### config.mk
export PLATFORM = sky130hd
export DESIGN_NAME = dff_meas_sequencer
export DESIGN_NICKNAME = d
export VERILOG_FILES = /design/src/rtl/dff_meas_sequencer.sv
export SDC_FILE = /design/constraint.sdc
export NUM_CORES = 1
export LEC_CHECK = 0
export ABC_CLOCK_PERIOD_IN_PS = 3000
export CAP_MARGIN = 20
export CORE_UTILIZATION = 45
export CTS_CLUSTER_DIAMETER = 120
export CTS_CLUSTER_SIZE = 16
export DETAILED_ROUTE_END_ITERATION = 10
export GPL_ROUTABILITY_DRIVEN = 0
export GPL_TIMING_DRIVEN = 0
export PLACE_DENSITY_LB_ADDON = 0.25
export SETUP_SLACK_MARGIN = 0.1
export SLEW_MARGIN = 20
export SYNTH_ARGS = -nofsm -noshare
export SYNTH_HDL_FRONTEND = slang
export SYNTH_SLANG_ARGS = --single-unit
### constraint.sdc
create_clock -name clk -period 3 [get_ports clk]
set_input_delay 0.6 -clock clk [delete_from_list [all_inputs] [get_ports clk]]
set_output_delay 0.6 -clock clk [all_outputs]
set_load 0.005 [all_outputs]
### src/rtl/dff_meas_sequencer.sv
// dff_meas_sequencer: batches delay-chain measurements and reports floor average, min, max or a timeout error
module dff_meas_sequencer #(
  parameter int CNT_WIDTH        = 8,
  parameter int LOG2_MAX_SAMPLES = 4,
  parameter int TIMEOUT_CYCLES   = 255,
  parameter int START_LEN        = 2
) (
  input  logic                                  clk,
  input  logic                                  rst_n,
  input  logic                                  run,
  input  logic [$clog2(LOG2_MAX_SAMPLES+1)-1:0] cfg_log2_n,
  output logic                                  meas_start,
  input  logic [CNT_WIDTH-1:0]                  measured_cnt,
  output logic                                  res_valid,
  input  logic                                  res_ready,
  output logic [CNT_WIDTH-1:0]                  res_avg,
  output logic [CNT_WIDTH-1:0]                  res_min,
  output logic [CNT_WIDTH-1:0]                  res_max,
  output logic                                  res_err,
  output logic                                  busy
);
  localparam int LW = $clog2(LOG2_MAX_SAMPLES + 1);
  localparam int AW = CNT_WIDTH + LOG2_MAX_SAMPLES;
  localparam int SW = LOG2_MAX_SAMPLES + 1;
  localparam int TW = $clog2(TIMEOUT_CYCLES + 1);
  localparam int PW = $clog2(START_LEN + 1);

  typedef enum logic [2:0] {IDLE, PULSE, WAIT, ACC, HOLD} state_t;

  state_t               state_q;
  logic [LW-1:0]        n_q, n_clamp;
  logic [AW-1:0]        acc_q, acc_d;
  logic [SW-1:0]        cnt_q, cnt_d;
  logic [CNT_WIDTH-1:0] smp_q, min_q, max_q, min_d, max_d;
  logic [CNT_WIDTH-1:0] avg_q, rmin_q, rmax_q;
  logic [TW-1:0]        tmo_q;
  logic [PW-1:0]        pls_q;
  logic                 start_q, valid_q, err_q, busy_q, done;

  assign n_clamp = (cfg_log2_n > LW'(LOG2_MAX_SAMPLES)) ? LW'(LOG2_MAX_SAMPLES) : cfg_log2_n;
  assign acc_d   = acc_q + AW'(smp_q);
  assign cnt_d   = cnt_q + SW'(1);
  assign min_d   = (smp_q < min_q) ? smp_q : min_q;
  assign max_d   = (smp_q > max_q) ? smp_q : max_q;
  assign done    = cnt_d == (SW'(1) << n_q);

  assign meas_start = start_q;
  assign res_valid  = valid_q;
  assign res_avg    = avg_q;
  assign res_min    = rmin_q;
  assign res_max    = rmax_q;
  assign res_err    = err_q;
  assign busy       = busy_q;

  // Batch sequencer: pulse, wait for a sample (or time out), accumulate, then hold the result until accepted
  always_ff @(posedge clk or negedge rst_n) begin
    if (!rst_n) begin
      state_q <= IDLE;
      n_q     <= '0;
      acc_q   <= '0;
      cnt_q   <= '0;
      smp_q   <= '0;
      min_q   <= '0;
      max_q   <= '0;
      avg_q   <= '0;
      rmin_q  <= '0;
      rmax_q  <= '0;
      tmo_q   <= '0;
      pls_q   <= '0;
      start_q <= 1'b0;
      valid_q <= 1'b0;
      err_q   <= 1'b0;
      busy_q  <= 1'b0;
    end else begin
      case (state_q)
        IDLE: if (run) begin
          n_q     <= n_clamp;
          acc_q   <= '0;
          cnt_q   <= '0;
          min_q   <= '1;
          max_q   <= '0;
          err_q   <= 1'b0;
          pls_q   <= '0;
          start_q <= 1'b1;
          busy_q  <= 1'b1;
          state_q <= PULSE;
        end
        PULSE: if (pls_q == PW'(START_LEN - 1)) begin
          start_q <= 1'b0;
          tmo_q   <= '0;
          state_q <= WAIT;
        end else begin
          pls_q <= pls_q + PW'(1);
        end
        WAIT: if (tmo_q != '0 && measured_cnt != '0) begin
          smp_q   <= measured_cnt;
          state_q <= ACC;
        end else if (tmo_q == TW'(TIMEOUT_CYCLES - 1)) begin
          err_q   <= 1'b1;
          valid_q <= 1'b1;
          avg_q   <= '0;
          rmin_q  <= '0;
          rmax_q  <= '0;
          state_q <= HOLD;
        end else begin
          tmo_q <= tmo_q + TW'(1);
        end
        ACC: begin
          acc_q <= acc_d;
          cnt_q <= cnt_d;
          min_q <= min_d;
          max_q <= max_d;
          if (done) begin
            valid_q <= 1'b1;
            avg_q   <= CNT_WIDTH'(acc_d >> n_q);
            rmin_q  <= min_d;
            rmax_q  <= max_d;
            state_q <= HOLD;
          end else begin
            pls_q   <= '0;
            start_q <= 1'b1;
            state_q <= PULSE;
          end
        end
        HOLD: if (res_ready) begin
          valid_q <= 1'b0;
          busy_q  <= 1'b0;
          err_q   <= 1'b0;
          avg_q   <= '0;
          rmin_q  <= '0;
          rmax_q  <= '0;
          state_q <= IDLE;
        end
        default: state_q <= IDLE;
      endcase
    end
  end
endmodule

==> results.py <==
metrics = {
    "worst_setup_path": {
        "crit_path_top_delay_cell": "dfrtp_1",
        "cp_max_fo": 7,
        "slowest_delay_ns": 0.47,
        "crit_arrival_ns": 3.07,
        "worst_ep_required_time_ns": 3.27,
        "end_kind": "register",
        "r2r_slack_ns": 0.20,
        "worstSetupPathType": "register to register",
        "critPathLaunchType": "register",
        "worstPathCellList": "ha_1 -> fa_1 -> a21o_1 -> a221o_1 -> a21o_1 -> mux2_2 -> a31oi_1 -> a31oi_1 -> o211ai_1",
    },
    "clock_network": {
        "clockBufferDepth": 2,
        "post_cts_resized": 0,
        "clk_pin_slew_ns": 0.06,
        "postCtsSetupRepairBufs": 0,
        "cts_made_buffers": 9,
        "cts_tree": "done",
        "cts-root-buf": "clkbuf_16",
        "clk_latency_ns": 0.36,
        "ctsHoldBuffers": 0,
        "cts_max_level": 3,
        "clock_sinks": 85,
    },
    "floorplan": {
        "die-area_sq_um": 12050,
        "fp-row-count": 38,
        "ioPinCount": 43,
        "core_area_sq_um": 11080,
        "die_h_microns": 109.8,
        "initial_utilization_pct": 47.19,
        "die_x_microns": 109.8,
    },
    "power_and_ir_drop": {
        "p_leak_nw": 2.707,
        "switchingPower_mw": 2.956,
        "peakVddDrop_v": 0.0005490,
        "switching_share_pct": 43.66,
        "pwr-share-comb_pct": 54.7,
        "p_per_area_nw_per_um2": 1095,
        "power_mw": 6.770,
        "p_seq_share_pct": 28.4,
        "clkPwrFrac_pct": 16.9,
        "p_int_mw": 3.814,
    },
    "routing": {
        "detail-route-antenna-nets": 0,
        "first_pass_iters": 4,
        "post-route-drc-count": 0,
        "drt_wl_total_microns": 12460,
        "via_per_inst": 5.817,
        "routedWlPerCell_microns": 16.16,
        "drt_iter0_drc": 209,
        "num_vias": 4485,
    },
    "logic_synthesis": {
        "synth_top_area_share_pct": 40.69,
        "synth_cells": 573,
        "syn_area_sq_um": 5228,
        "ys_async_sr_fraction_pct": 100.0,
        "synth.avg_cell_area_sq_um": 9.123,
        "synthFlopType": "dfrtp_1",
        "synth_seq_area_share_pct": 40.69,
        "synthDistinctLibCells": 61,
        "ys_ff_latch": 85,
        "synth_edf_count": 0,
        "synth_nets": 617,
        "ys_top_cells_by_area": "dfrtp_1 41%, ha_1 6.7%, o21ai_0 5.9%",
        "synth_warnings": 0,
        "synth_top_area_cell": "dfrtp_1",
    },
    "flow_run": {
        "maxCapViolCount": 0,
    },
    "grt": {
        "grt_max_degree": 45,
        "grt-ovfl-total": 0,
        "grt_pass1_wl_microns": 20640,
        "antenna_found_initial": 0,
        "first_global_vias": 4330,
        "grtUsageTotal_pct": 22.66,
    },
    "sta": {
        "holdWs_ns": 0.2426,
        "finalSetupViolCount": 0,
        "fin_crit_sh_pct": 93.33,
        "slew_headroom_pct": 53.23,
        "skew_ns": 0.01085,
        "fmax_mhz": 357.2,
        "finalMaxSlewViolations": 0,
        "finalCriticalPeriod_ns": 2.800,
        "fin_ws_ns": 0.2001,
        "hold_viol": 0,
        "rsz0062_at_grt": "true",
        "tightest_slew_ns": 0.7016,
    },
    "place": {
        "place_ws_ns": 0.1456,
        "dp_hpwl_microns": 9003,
        "post_dp_cell_area_sq_um": 5848,
        "port_buffers": 42,
    },
    "worst_hold_path": {
        "hp-class": "input port to asynchronous set/reset pin",
    },
    "status": {
        "status": "complete, no violations",
    },
    "final_layout": {
        "final_cell_area_sq_um": 6185,
        "fin_nets": 670,
        "n_antenna_cell": 0,
        "final_core_util_pct": 55.83,
        "drive_gt1_share_pct": 9.033,
        "syn2layout_area_growth_pct": 18.31,
    },
}
[flip-flops by register name (all words and copies together) (netlist names), 2 cells and up]
name / count
min_q: 8
res_avg: 8
tmo_q: 8
n_q: 3
res_max: 8
max_q: 8
state_q: 3
pls_q: 2
smp_q: 8
cnt_q: 5
res_min: 8
acc_q: 12
[cell families after synthesis]
| group | share of synthesized area, % |
|---|---|
| AO/OA/AOI/OAI | 19.75 |
| XOR/XNOR | 1.676 |
| adder cells (fa/ha/maj) | 7.085 |
| buffers and inverters | 4.643 |
| flip-flops | 40.69 |
| multiplexers | 9.334 |
| AND/OR/NAND/NOR | 16.83 |
[synth_stat cells, types with 4 or more instances]
cell / instances
nand4_1: 7
o21a_1: 4
a31oi_1: 10
and3_1: 4
nor4_1: 4
nand2_1: 73
nor2_1: 35
mux2_2: 18
o21ai_0: 62
buf_2: 4
o31ai_1: 7
nand2b_1: 6
a211oi_1: 5
nand3_1: 22
a21oi_1: 21
clkbuf_1: 20
nor3_1: 12
a21o_1: 12
o21ai_1: 7
mux2i_1: 24
dfrtp_1: 85
ha_1: 28
or3_1: 5
inv_1: 24
xnor2_1: 7
o22a_1: 9
and2_1: 8
[area by class of cell]
cell class | count | area (sq um)
Timing Repair Buffer | 43 | 445.4
Tap cell | 140 | 175.2
Clock buffer | 12 | 246.5
Inverter | 27 | 101.3
Multi-Input combinational cell | 431 | 2894
Sequential cell | 85 | 2127
Buffer | 29 | 138.9
Clock inverter | 4 | 56.30
Fill cell | 1013 | 4893
[path summary, 6_finish.rpt]
check / startpoint / cells past startpoint / end
worst min-delay path: rst_n / 1 / res_avg[4]$_DFFE_PN0P_
worst max register to register: smp_q[0]$_DFFE_PN0P_ / 9 / res_avg[5]$_DFFE_PN0P_
worst max-delay path: smp_q[0]$_DFFE_PN0P_ / 9 / res_avg[5]$_DFFE_PN0P_
max in group asynchronous: rst_n / 2 / meas_start$_DFFE_PN0P_
worst min register to register: res_min[4]$_DFFE_PN0P_ / 2 / res_min[4]$_DFFE_PN0P_
min in group clk: res_min[4]$_DFFE_PN0P_ / 2 / res_min[4]$_DFFE_PN0P_
[power groups by stage]
stage | clock network [mW] | registers (mW) | logic, mW
finish | 1.15 | 1.92 | 3.70
global route | 1.21 | 1.98 | 4.12
CTS | 1.18 | 1.92 | 3.63
detailed placement | 0 | 1.94 | 3.60
global placement | 0 | 1.91 | 3.50
floorplan | 0 | 1.81 | 2.70
[metal layers]
| metal | track usage (%) | wire length, microns | share of wire, % | up-vias |
|---|---|---|---|---|
| met4 | 9.048 | 282 | 2.3 | 0 |
| met3 | 5.276 | 639 | 5.1 | 20 |
| met1 | 29.10 | 5619 | 45 | 2183 |
| met5 | 0 | 0 | 0 | - |
| li1 | - | - | - | 2182 |
| met2 | 36.74 | 5922 | 48 | 100 |
[cells in the final DEF, fill, tap and decap left out, types with 6 or more instances in the layout]
master	count
a21o_1	12
a21oi_1	20
a31oi_1	10
and2_1	8
clkbuf_1	20
clkbuf_16	9
clkdlybuf4s50_1	41
dfrtp_1	85
ha_1	27
inv_1	24
mux2_2	18
mux2i_1	24
nand2_1	73
nand2b_1	6
nand3_1	22
nand4_1	7
nor2_1	35
nor3_1	12
o21ai_0	62
o21ai_1	7
o22a_1	9
o31ai_1	7
xnor2_1	7
[per-stage QoR]
step | TNS (ns) | instances
2_1_floorplan | 0 | 573
3_3_place_gp | -147.01 | 755
3_5_place_dp | 0 | 756
4_1_cts | 0 | 772
5_1_grt | 0 | 771
6_report | 0 | 771
[critical path, delay by kind of cell (launching register included)]
kind                     cells  cell delay [ns]
flip-flops                   1             0.47
multiplexers                 1             0.29
AO/OA/AOI/OAI                6             1.24
adder cells (fa/ha/maj)      2             0.70
No activity file was read; power rests on OpenSTA's default activity.
